### src/rtl/addition_control_unit.sv
// rtl/addition_control_unit.sv - sequencing FSM for the single-precision FP adder datapath
module addition_control_unit #(
  parameter int DATA_WIDTH = 32,
  parameter int MENT_WIDTH = 23,
  parameter int EXPO_WIDTH = 8
) (
  input  logic                  clk_in,
  input  logic                  rst_n_in,
  input  logic                  start_in,
  output logic                  ready_out,
  input  logic [EXPO_WIDTH:0]   exp_diff_in,
  input  logic [EXPO_WIDTH-1:0] bigger_exponent_in,
  input  logic                  signs_differ_in,
  output logic                  mux1_sel_out,
  output logic                  mux2_sel_out,
  output logic                  mux3_sel_out,
  output logic [EXPO_WIDTH-1:0] shift_amt_out,
  output logic                  shift_en_out,
  output logic                  add_en_out,
  output logic                  effective_sub_out,
  input  logic                  sum_carry_in,
  input  logic                  sum_msb_in,
  input  logic                  sum_zero_in,
  output logic                  norm_right_out,
  output logic                  norm_left_out,
  output logic [EXPO_WIDTH-1:0] result_exponent_out,
  output logic                  done_out,
  output logic                  overflow_out,
  output logic                  underflow_out,
  output logic                  zero_out,
  output logic                  special_out
);

  // Left-shift counter only has to reach MENT_WIDTH+1, which always fits in log2 of the word width.
  localparam int ITW = $clog2(DATA_WIDTH);
  localparam logic [ITW-1:0]        ITER_MAX  = ITW'(MENT_WIDTH + 1);
  localparam logic [EXPO_WIDTH:0]   SHIFT_CAP = (EXPO_WIDTH + 1)'(MENT_WIDTH + 2);
  localparam logic [EXPO_WIDTH-1:0] EXP_ONE   = EXPO_WIDTH'(1);
  localparam logic [EXPO_WIDTH-1:0] EXP_TOP   = {{(EXPO_WIDTH-1){1'b1}}, 1'b0};

  typedef enum logic [2:0] {
    S_IDLE, S_COMPARE, S_ALIGN, S_ADD, S_NORM, S_DONE
  } state_t;

  state_t                r_state, w_next_state;
  logic                  r_sel, w_sel;
  logic [EXPO_WIDTH-1:0] r_shift_amt, w_shift_amt;
  logic                  r_shift_en, w_shift_en;
  logic                  r_add_en, w_add_en;
  logic                  r_eff_sub, w_eff_sub;
  logic                  r_norm_right, w_norm_right;
  logic                  r_norm_left, w_norm_left;
  logic [EXPO_WIDTH-1:0] r_exp, w_exp;
  logic                  r_done, w_done;
  logic                  r_ovf, w_ovf;
  logic                  r_unf, w_unf;
  logic                  r_zero, w_zero;
  logic                  r_special, w_special;
  logic [ITW-1:0]        r_iter, w_iter;

  logic                  w_ge;
  logic [EXPO_WIDTH:0]   w_mag;
  logic [EXPO_WIDTH-1:0] w_shift_capped;

  assign w_ge           = ~exp_diff_in[EXPO_WIDTH];
  assign w_mag          = w_ge ? exp_diff_in : (~exp_diff_in + 1'b1);
  assign w_shift_capped = (w_mag > SHIFT_CAP) ? SHIFT_CAP[EXPO_WIDTH-1:0] : w_mag[EXPO_WIDTH-1:0];

  always_comb begin
    w_next_state = r_state;
    w_sel        = r_sel;
    w_shift_amt  = r_shift_amt;
    w_eff_sub    = r_eff_sub;
    w_exp        = r_exp;
    w_iter       = r_iter;
    w_ovf        = r_ovf;
    w_unf        = r_unf;
    w_zero       = r_zero;
    w_special    = r_special;
    w_shift_en   = 1'b0;
    w_add_en     = 1'b0;
    w_norm_right = 1'b0;
    w_norm_left  = 1'b0;
    case (r_state)
      S_IDLE: begin
        if (start_in) begin
          w_next_state = S_COMPARE;
          w_ovf        = 1'b0;
          w_unf        = 1'b0;
          w_zero       = 1'b0;
          w_special    = 1'b0;
          w_iter       = '0;
        end
      end
      S_COMPARE: begin
        w_sel       = w_ge;
        w_shift_amt = w_shift_capped;
        w_exp       = bigger_exponent_in;
        w_eff_sub   = signs_differ_in;
        if (&bigger_exponent_in) begin
          w_special    = 1'b1;
          w_next_state = S_DONE;
        end else begin
          w_shift_en   = 1'b1;
          w_next_state = S_ALIGN;
        end
      end
      S_ALIGN: begin
        w_add_en     = 1'b1;
        w_next_state = S_ADD;
      end
      S_ADD: w_next_state = S_NORM;
      S_NORM: begin
        if (sum_zero_in) begin
          w_zero       = 1'b1;
          w_exp        = '0;
          w_next_state = S_DONE;
        end else if (sum_carry_in) begin
          if (r_exp == EXP_TOP) begin
            w_ovf = 1'b1;
            w_exp = '1;
          end else begin
            w_norm_right = 1'b1;
            w_exp        = r_exp + 1'b1;
          end
          w_next_state = S_DONE;
        end else if (sum_msb_in || (r_iter == ITER_MAX)) begin
          w_next_state = S_DONE;
        end else if (r_exp == EXP_ONE) begin
          w_unf        = 1'b1;
          w_next_state = S_DONE;
        end else begin
          w_norm_left = 1'b1;
          w_exp       = r_exp - 1'b1;
          w_iter      = r_iter + 1'b1;
        end
      end
      S_DONE: w_next_state = S_IDLE;
      default: w_next_state = S_IDLE;
    endcase
    w_done = (w_next_state == S_DONE) && (r_state != S_DONE);
  end

  always_ff @(posedge clk_in or negedge rst_n_in) begin
    if (!rst_n_in) begin
      r_state      <= S_IDLE;
      r_sel        <= 1'b0;
      r_shift_amt  <= '0;
      r_shift_en   <= 1'b0;
      r_add_en     <= 1'b0;
      r_eff_sub    <= 1'b0;
      r_norm_right <= 1'b0;
      r_norm_left  <= 1'b0;
      r_exp        <= '0;
      r_done       <= 1'b0;
      r_ovf        <= 1'b0;
      r_unf        <= 1'b0;
      r_zero       <= 1'b0;
      r_special    <= 1'b0;
      r_iter       <= '0;
    end else begin
      r_state      <= w_next_state;
      r_sel        <= w_sel;
      r_shift_amt  <= w_shift_amt;
      r_shift_en   <= w_shift_en;
      r_add_en     <= w_add_en;
      r_eff_sub    <= w_eff_sub;
      r_norm_right <= w_norm_right;
      r_norm_left  <= w_norm_left;
      r_exp        <= w_exp;
      r_done       <= w_done;
      r_ovf        <= w_ovf;
      r_unf        <= w_unf;
      r_zero       <= w_zero;
      r_special    <= w_special;
      r_iter       <= w_iter;
    end
  end

  assign ready_out           = (r_state == S_IDLE);
  assign mux1_sel_out        = r_sel;
  assign mux2_sel_out        = r_sel;
  assign mux3_sel_out        = r_sel;
  assign shift_amt_out       = r_shift_amt;
  assign shift_en_out        = r_shift_en;
  assign add_en_out          = r_add_en;
  assign effective_sub_out   = r_eff_sub;
  assign norm_right_out      = r_norm_right;
  assign norm_left_out       = r_norm_left;
  assign result_exponent_out = r_exp;
  assign done_out            = r_done;
  assign overflow_out        = r_ovf;
  assign underflow_out       = r_unf;
  assign zero_out            = r_zero;
  assign special_out         = r_special;

endmodule

### config.mk
export PLATFORM = sky130hd
export DESIGN_NAME = addition_control_unit
export DESIGN_NICKNAME = d
export VERILOG_FILES = /design/src/rtl/addition_control_unit.sv
export SDC_FILE = /design/constraint.sdc
export NUM_CORES = 1
export LEC_CHECK = 0
export BUFFER_PORTS_ARGS = -buffer_cell sky130_fd_sc_hd__buf_2
export CAP_MARGIN = 5
export CELL_PAD_IN_SITES_DETAIL_PLACEMENT = 1
export CELL_PAD_IN_SITES_GLOBAL_PLACEMENT = 1
export CORE_UTILIZATION = 36
export DETAILED_ROUTE_END_ITERATION = 7
export PLACE_DENSITY_LB_ADDON = 0.2
export SLEW_MARGIN = 25
export SYNTH_ARGS = -nofsm -noshare
export SYNTH_HDL_FRONTEND = slang
export SYNTH_SLANG_ARGS = --single-unit
### constraint.sdc
create_clock -name clk_in -period 2.2 [get_ports clk_in]
set_input_delay 0 -clock clk_in [delete_from_list [all_inputs] [get_ports clk_in]]
set_output_delay 0 -clock clk_in [all_outputs]
set_load 0.01 [all_outputs]
==> impl_metrics.ini, run 1 <==
[synth]
synth_flop_cell = dfrtp_1
synth.distinct_cells = 57
synth_seq_cells = 35
syn_avg_cell_area_um2 = 9.165
syn-instance-count = 231
synth_top_area_cell = dfrtp_1
synth_nets = 262
yosys_warnings = 0
synth_top_area_share_pct = 41.37
synth_edf_count = 0
synth.area.top_cells = dfrtp_1 (41%), ha_1 (4.1%), nor2_1 (3.9%), o21ai_0 (3.5%), nand2_1 (2.8%)
ys_async_sr_fraction_pct = 100.0
ys_seq_area_share_pct = 41.37
synth_area_um2 = 2117

[placement]
postPlaceCellArea_um2 = 2514
gp_congestion = 0.8669
dpl_worst_slack_ns = 0.1297
dp_hpwl_mm = 4.728
post-place-cells = 359
io_buffer_count = 53

[power_and_ir_drop]
pwr-share-seq_pct = 35.9
switchingPower_mw = 1.250
power_frac_comb_pct = 48.4
power.leakage_nw = 1.229
power_mw = 2.885
ir_drop_mv = 0.4994
clockPowerShare_pct = 15.6
p_int_mw = 1.636
cellPowerDensity_nw_per_um2 = 1095
p_sw_share_pct = 43.31

[sta]
layout_min_cycle_time_ns = 2.070
finalSetupTns_ns = 0
setup_violations = 0
slew_headroom_pct = 45.77
worst_pin_slew_ns = 0.8135
hold_ws_ns = 0.01020
worst_slack_ns = 0.1295
period_share_pct = 94.11
drv_slew = 0
rsz0062_at_grt = false
clock_skew_ns = 0.004628
fmax_mhz = 483.0
hold_violations = 0

[drt]
wl_per_cell_um = 16.45
drc = 0
drt-initial-drc-count = 102
vias = 2039
via_per_inst = 5.496
firstDrtPassIters = 4
final_antenna_net_count = 0
drt-total-wl_mm = 6.104

[worst_setup_path]
critPathCaptureType = flop
slowest_stage = or4b_1
slowest_delay_ns = 0.52
startpoint = r_iter[0]$_DFFE_PN0P_
cp_cell_sequence = inv_1, ha_1, and4b_1, or4b_1, o211ai_2, buf_4, nor2_1, a21oi_1
r2r_start = r_iter[0]$_DFFE_PN0P_
required_ns = 2.42
crit_arrival_ns = 2.29
reg2reg_slack_ns = 0.13
reg2regPathDepth = 8
criticalPathCategory = flop to flop
startpoint_type = flop
r2r-end = result_exponent_out[5]$_DFFE_PN0P_
crit_fanout = 5

[grt]
grt_max_degree = 36
antenna_found_initial = 0
grt_pass1_wl_mm = 10.30
grt_pass1_vias = 2032
grtUsageTotal_pct = 21.67
grt_overflow = 0

[clocking]
clockBufferDepth = 2
clock-sinks = 35
htreeDepth = 2
postCtsSetupBuffers = 0
clock_latency_ns = 0.29
cts_tree = yes
clkTransAtPathRegs_ns = 0.07
cts_buffers = 5
root_buffer = clkbuf_8

[floorplanning]
rows = 27
design.core.area_um2 = 5574
die_h_um = 78.69
die_area_um2 = 6191
start_util_pct = 37.98
io_pins = 54
die-width_um = 78.69

[min_path]
hold_start = exp_diff_in[0]
min_to = shift_amt_out[0]$_DFFE_PN0P_
hp-class = input pin to flop
hold_depth = 3

[cells_and_area]
final_nets = 329
layout_common_cells = buf_2 (53), dfrtp_1 (35), nor2_1 (22), nand2_1 (16), buf_4 (16)
final_util_pct = 47.27
mostFrequentLayoutCell = buf_2
diodes = 0
area_delta_synth_final_pct = 24.47
finalInstanceArea_um2 = 2635
drive_above_1_share_pct = 28.76
final_cells = 371

[job]
drv_cap = 0

[run_status]
status = completed
cells by family after synthesis:
family	share of synthesized area [%]
DFF	41.37
adders and majority gates	4.137
muxes	1.950
buffers and inverters	5.674
AOI/OAI and AO/OA	18.56
xor gates and xnor gates	3.723
and+or+nand+nor	24.59
cells in the mapped netlist, types with 4 or more instances:
master	n
and2_1	4
clkbuf_1	5
o22ai_1	4
ha_1	7
nand4_1	5
nand3_1	10
a21oi_1	11
nor3_1	8
nand2b_1	5
nand2_1	16
dfrtp_1	35
inv_1	10
xnor2_1	5
o21ai_0	15
nor2_1	22
xor2_1	4
registers in the layout, indices dropped and copies added (netlist names), 3 cells and up:
signal and count:
result_exponent_out 8, r_iter 5, shift_amt_out 8, r_state 3
critical path, delay by kind of cell, from the launching register on:
| kind | cells | cell delay (ns) |
|---|---|---|
| AO/OA/AOI/OAI | 2 | 0.38 |
| adder cells (fa/ha/maj) | 1 | 0.18 |
| buffers and inverters | 2 | 0.25 |
| flip-flops | 1 | 0.42 |
| AND/OR/NAND/NOR | 3 | 0.76 |
how the worst max path moves through the flow:
| stage | cells past startpoint | slack [ns] | endpoint |
|---|---|---|---|
| CTS | 7 | 0.10 | result_exponent_out[4]$_DFFE_PN0P_ |
| floorplan | 8 | 0.12 | result_exponent_out[2]$_DFFE_PN0P_ |
| detailed placement | 7 | 0.13 | result_exponent_out[4]$_DFFE_PN0P_ |
| global placement | 7 | 0.20 | result_exponent_out[3]$_DFFE_PN0P_ |
| finish | 8 | 0.13 | result_exponent_out[5]$_DFFE_PN0P_ |
| global route | 8 | 0.006 | result_exponent_out[1]$_DFFE_PN0P_ |
area by class of cell:
| type | instances | area, um2 |
|---|---|---|
| Fill cell | 681 | 2939 |
| Multi-Input combinational cell | 172 | 1121 |
| Sequential cell | 35 | 875.8 |
| Timing Repair Buffer | 73 | 425.4 |
| Tap cell | 72 | 90.09 |
| Clock buffer | 7 | 76.32 |
| Inverter | 11 | 41.29 |
| Clock inverter | 1 | 5.005 |
metal layers:
| layer | vias up | track usage, % | part of all wire (%) |
|---|---|---|---|
| met2 | 47 | 34.09 | 47 |
| met3 | 12 | 4.070 | 4.1 |
| met4 | 0 | 7.963 | 2.1 |
| li1 | 970 | - | - |
| met5 | - | 0 | 0 |
| met1 | 1010 | 29.40 | 47 |
power by group through the flow:
stage                     Clock, mW  Sequential, mW  Combinational (mW)
final                         0.451            1.04                1.40
after global routing          0.500            1.07                1.56
after CTS                     0.467            1.03                1.41
after detailed placement          0            1.05                1.40
after global placement            0            1.04                1.37
after floorplan                   0            1.02               0.887
what timing repair did:
item                       4_1_cts  5_1_grt
hold endpoints to repair        39        0
gates resized for setup          0        1
setup endpoints to repair        0        2
hold buffers                     4        0
(Power assumes the default switching activity.)
==> inputs of run 2 (changes only) <==
BUFFER_PORTS_ARGS = default   (was -buffer_cell sky130_fd_sc_hd__buf_2)
CORE_UTILIZATION = 42   (was 36)
DONT_BUFFER_PORTS = 1   (was default)
==> run 2 against run 1 <==
Effect of this change: via count fell by 6.5%; setup slack worse by 0.097 ns; final area is 4.6% lower; fmax decreased by 4.5%; die area is 14% lower; critical endpoint is now result_exponent_out[7]$_DFFE_PN0P_; combinational power fell by 20%.
==> impl_metrics.ini, run 2 (synthesis results as in run 1) <==
[worst_setup_path]
slowest_delay_ns = 0.56
startpoint_type = flop
crit_arrival_ns = 2.36
crit_fanout = 9
critPathCaptureType = flop
cp_cell_sequence = inv_1, ha_1, and4b_1, or4b_1, o211ai_4, inv_1, a2bb2oi_1
cp_common_cell = inv_1
required_ns = 2.40
criticalPathCategory = flop to flop
slowest_stage = or4b_1
reg2regPathDepth = 7

[grt]
grtUsageTotal_pct = 26.04
grt_pass1_wl_mm = 10.39
antenna_found_initial = 0
grt_overflow = 0
grt_max_degree = 36
grt_pass1_vias = 2083

[placement]
post-place-cells = 297
postPlaceCellArea_um2 = 2212
io_buffer_count = 0
gp_congestion = 0.8413
dp_hpwl_mm = 4.555
dpl_worst_slack_ns = 0.05865

[floorplanning]
io_pins = 54
start_util_pct = 44.24
rows = 25
die_h_um = 73.00
design.core.area_um2 = 4786
die_area_um2 = 5328
die-width_um = 73.00

[clocking]
cts_buffers = 5
cts_tree = yes
clockBufferDepth = 2
clock_latency_ns = 0.29
postCtsSetupBuffers = 0
clkTransAtPathRegs_ns = 0.07
htreeDepth = 2
root_buffer = clkbuf_8
clock-sinks = 35

[job]
drv_cap = 0

[sta]
layout_min_cycle_time_ns = 2.167
drv_slew = 0
setup_violations = 0
fmax_mhz = 461.4
worst_pin_slew_ns = 0.5138
slew_headroom_pct = 65.75
period_share_pct = 98.51
worst_slack_ns = 0.03280
hold_violations = 0
clock_skew_ns = 0.008862

[cells_and_area]
final_cells = 320
diodes = 0
mostFrequentLayoutCell = dfrtp_1
drive_above_1_share_pct = 12.25
area_delta_synth_final_pct = 18.74
final_util_pct = 52.52
final_nets = 283
layout_common_cells = dfrtp_1 (35), nor2_1 (22), nand2_1 (16), o21ai_0 (14), dlygate4sd3_1 (14)
finalInstanceArea_um2 = 2514

[run_status]
status = completed

[min_path]
hp-class = input pin to flop
hold_depth = 3

[power_and_ir_drop]
power.leakage_nw = 1.058
ir_drop_mv = 0.6787
cellPowerDensity_nw_per_um2 = 1179

[drt]
wl_per_cell_um = 19.94
firstDrtPassIters = 4
drc = 0
vias = 1907
final_antenna_net_count = 0
via_per_inst = 5.959
drt-initial-drc-count = 51
drt-total-wl_mm = 6.382
-- run 2: repair_timing --
item	4_1_cts	5_1_grt
hold endpoints to repair	50	1
hold buffers	14	1
resized for setup	0	2
endpoints found under the setup margin	1	7
-- run 2: routing by layer --
layer | routed length [um] | vias up | track usage, %
met1 | 2576 | 973 | 29.94
met4 | 89 | 0 | 7.843
li1 | - | 879 | -
met2 | 3412 | 45 | 47.33
met5 | 0 | - | 0
met3 | 304 | 10 | 6.492
-- run 2: final timing paths --
kind | start | end | slack, ns
setup / recovery | r_iter[0]$_DFFE_PN0P_ | result_exponent_out[7]$_DFFE_PN0P_ | 0.03
hold / removal | bigger_exponent_in[0] | shift_en_out$_DFF_PN0_ | 0.007
setup reg to reg | r_iter[0]$_DFFE_PN0P_ | result_exponent_out[7]$_DFFE_PN0P_ | 0.03
hold reg to reg | r_iter[4]$_DFFE_PN0P_ | r_iter[4]$_DFFE_PN0P_ | 0.48
max in group asynchronous | rst_n_in | shift_amt_out[1]$_DFFE_PN0P_ | 1.86
min in group asynchronous | rst_n_in | r_iter[3]$_DFFE_PN0P_ | 0.16
-- run 2: final cells by class --
type	count	area, um2
fillers	575	2272
multi-input cells	172	1130
flip-flops and latches	35	875.8
repair buffers	27	250.2
well taps	67	83.83
clock buffers	6	72.57
clock inverters	2	60.06
inverters	11	41.29
-- run 2: report_power, final --
part,internal (mW),switching (mW)
Clock,0.453,0.223
Sequential,0.811,0.355
Combinational,0.476,0.644
-- run 2: per-stage QoR --
stage / power [mW] / hold slack [ns] / TNS (ns)
floorplan: 1.908 / -0.2956 / 0
global placement: 2.153 / -0.2944 / 0
detailed placement: 2.228 / -0.2948 / 0
CTS: 2.954 / -0.05136 / -0.003420
global route: 3.172 / 0.01834 / -0.06392
finish: 2.963 / 0.006529 / 0
-- run 2: worst max-delay path: cells and delay by family (launching register included) --
kind | cells | cell delay [ns]
flops | 1 | 0.41
compound gates | 2 | 0.52
buf+inv | 2 | 0.20
simple gates | 2 | 0.77
fa+ha+maj | 1 | 0.19
==> inputs of run 3 (changes only) <==
CAP_MARGIN = 30   (was 5)
CORE_MARGIN = 10   (was default)
==> run 3 against run 2 <==
Effect of this change: the run now ends with hold timing left; final area grew 0.85%; global-route usage decreased by 9.4 points; critical path depth did not move; largest cell class unchanged.
==> impl_metrics.ini, run 3 (synthesis results as in run 1) <==
[run_status]
status = complete, but fails checks
violations = hold timing

[drt]
firstDrtPassIters = 4
final_antenna_net_count = 0
wl_met3_um = 652
route.met2.wl_mm = 3.447
wl_per_cell_um = 20.86
drt-total-wl_mm = 6.779
drt-initial-drc-count = 115
dr.max_layer_used = met4
drc = 0
via_per_inst = 5.948
wl_met1_mm = 2.526
vias = 1933

[cells_and_area]
regArea_um2 = 875.8
diodes = 0
multi_input_area_um2 = 1134
final_cells = 325
final_nets = 288
drive_above_1_share_pct = 14.73
nFillCells = 581
area_delta_synth_final_pct = 19.74
mostFrequentLayoutCell = dfrtp_1
layout_common_cells = dfrtp_1 (35), nor2_1 (22), buf_4 (17), nand2_1 (16)

[worst_setup_path]
slowest_stage = or4b_4
startpoint_type = flop
slowest_delay_ns = 0.51
crit_fanout = 9
startpoint = r_iter[0]$_DFFE_PN0P_
r2r_start = r_iter[0]$_DFFE_PN0P_
crit_arrival_ns = 2.29
criticalPathCategory = flop to flop
required_ns = 2.42
critPathCaptureType = flop
cp_common_cell = inv_1
cp_cell_sequence = inv_1, ha_1, and4b_1, or4b_4, o211ai_4, inv_1, o22ai_1

[clocking]
clockBufferDepth = 2
clkTransAtPathRegs_ns = 0.08
cts_tree = yes
cts_buffers = 5
clock_latency_ns = 0.29
htreeDepth = 2
root_buffer = clkbuf_8
clock-sinks = 35

[placement]
gp_congestion = 0.8902
post-place-cells = 300
io_buffer_count = 0
dp_hpwl_mm = 5.071
dpl_worst_slack_ns = 0.06117

[power_and_ir_drop]
power.leakage_nw = 1.074
clockPowerShare_pct = 19.9
pwr-share-seq_pct = 37.1
cellPowerDensity_nw_per_um2 = 1179
p_sw_share_pct = 43.26
power_frac_comb_pct = 43.0
p_int_mw = 1.696
switchingPower_mw = 1.293
ir_drop_mv = 0.4580

[floorplanning]
design.core.area_um2 = 4817
rows = 25
die_h_um = 91.00
die-width_um = 91.00
start_util_pct = 43.95
die_area_um2 = 8280
io_pins = 54

[grt]
grt_overflow = 0
grt_pass1_wl_mm = 11.16
grt_max_degree = 36
antenna_found_initial = 0
grtUsageTotal_pct = 16.60
grt_pass1_vias = 2085

[job]
drv_cap = 0

[sta]
hold_ws_ns = -0.0005117
layout_min_cycle_time_ns = 2.072
clock_skew_ns = 0.005845
worst_slack_ns = 0.1280
setup_violations = 0
slew_headroom_pct = 63.52
worst_pin_slew_ns = 0.5414
period_share_pct = 94.18
finalSetupTns_ns = 0
hold_violations = 1
drv_slew = 0
fmax_mhz = 482.6
rsz0062_at_grt = false

[min_path]
hp-class = input pin to flop
hold_start = bigger_exponent_in[6]
==> run 3: final cells by class <==
class	count	share of cell area (%)
inverters	11	1.629
multi-input cells	172	44.72
flip-flops and latches	35	34.55
repair buffers	32	11.35
well taps	67	3.307
clock buffers	5	2.715
clock inverters	3	1.728
==> run 3: worst paths after layout <==
path	to	slack [ns]	cells after the start
hold reg to reg	r_iter[4]$_DFFE_PN0P_	0.49	1
setup reg to reg	result_exponent_out[0]$_DFFE_PN0P_	0.13	7
setup / recovery	result_exponent_out[0]$_DFFE_PN0P_	0.13	7
min in group asynchronous	result_exponent_out[6]$_DFFE_PN0P_	0.16	2
max in group asynchronous	effective_sub_out$_DFFE_PN0P_	1.84	2
hold / removal	result_exponent_out[6]$_DFFE_PN0P_	-0.0005	2
==> run 3: critical path: cells and delay by family, from the launching register on <==
family | cells | cell delay, ns
buf+inv | 2 | 0.19
simple gates | 2 | 0.72
flops | 1 | 0.42
fa+ha+maj | 1 | 0.18
compound gates | 2 | 0.49
==> run 3: metal layers <==
metal  vias to the layer above  global-route usage (%)
li1                        892                       -
met1                       947                   18.46
met2                        79                   28.64
met3                        15                   6.255
met4                         0                   5.352
met5                         -                       0
==> run 3: power by group through the flow <==
stage	logic (mW)	registers, mW	clock network, mW
2_1_floorplan	0.887	1.02	0
3_3_place_gp	1.12	1.10	0
3_5_place_dp	1.18	1.12	0
4_1_cts	1.23	1.11	0.607
5_1_grt	1.43	1.14	0.647
6_report	1.29	1.11	0.596
==> run 3: metrics by stage <==
step	total power, mW	hold slack, ns	utilization, %	area (um2)
5_1_grt	3.222	0.003193	52.62	2535
6_report	2.990	-0.0005117	52.62	2535
3_5_place_dp	2.301	-0.2933	46.39	2235
4_1_cts	2.947	0.005075	52.05	2507
3_3_place_gp	2.223	-0.2930	46.39	2235
2_1_floorplan	1.908	-0.2956	-	2117
==> run 3: what timing repair did <==
| item | in CTS | in global routing |
|---|---|---|
| buffers inserted | 0 | 2 |
| gates resized for setup | 0 | 3 |
| setup endpoints to repair | 0 | 8 |
| hold endpoints to repair | 51 | 0 |
| hold buffers | 15 | 0 |
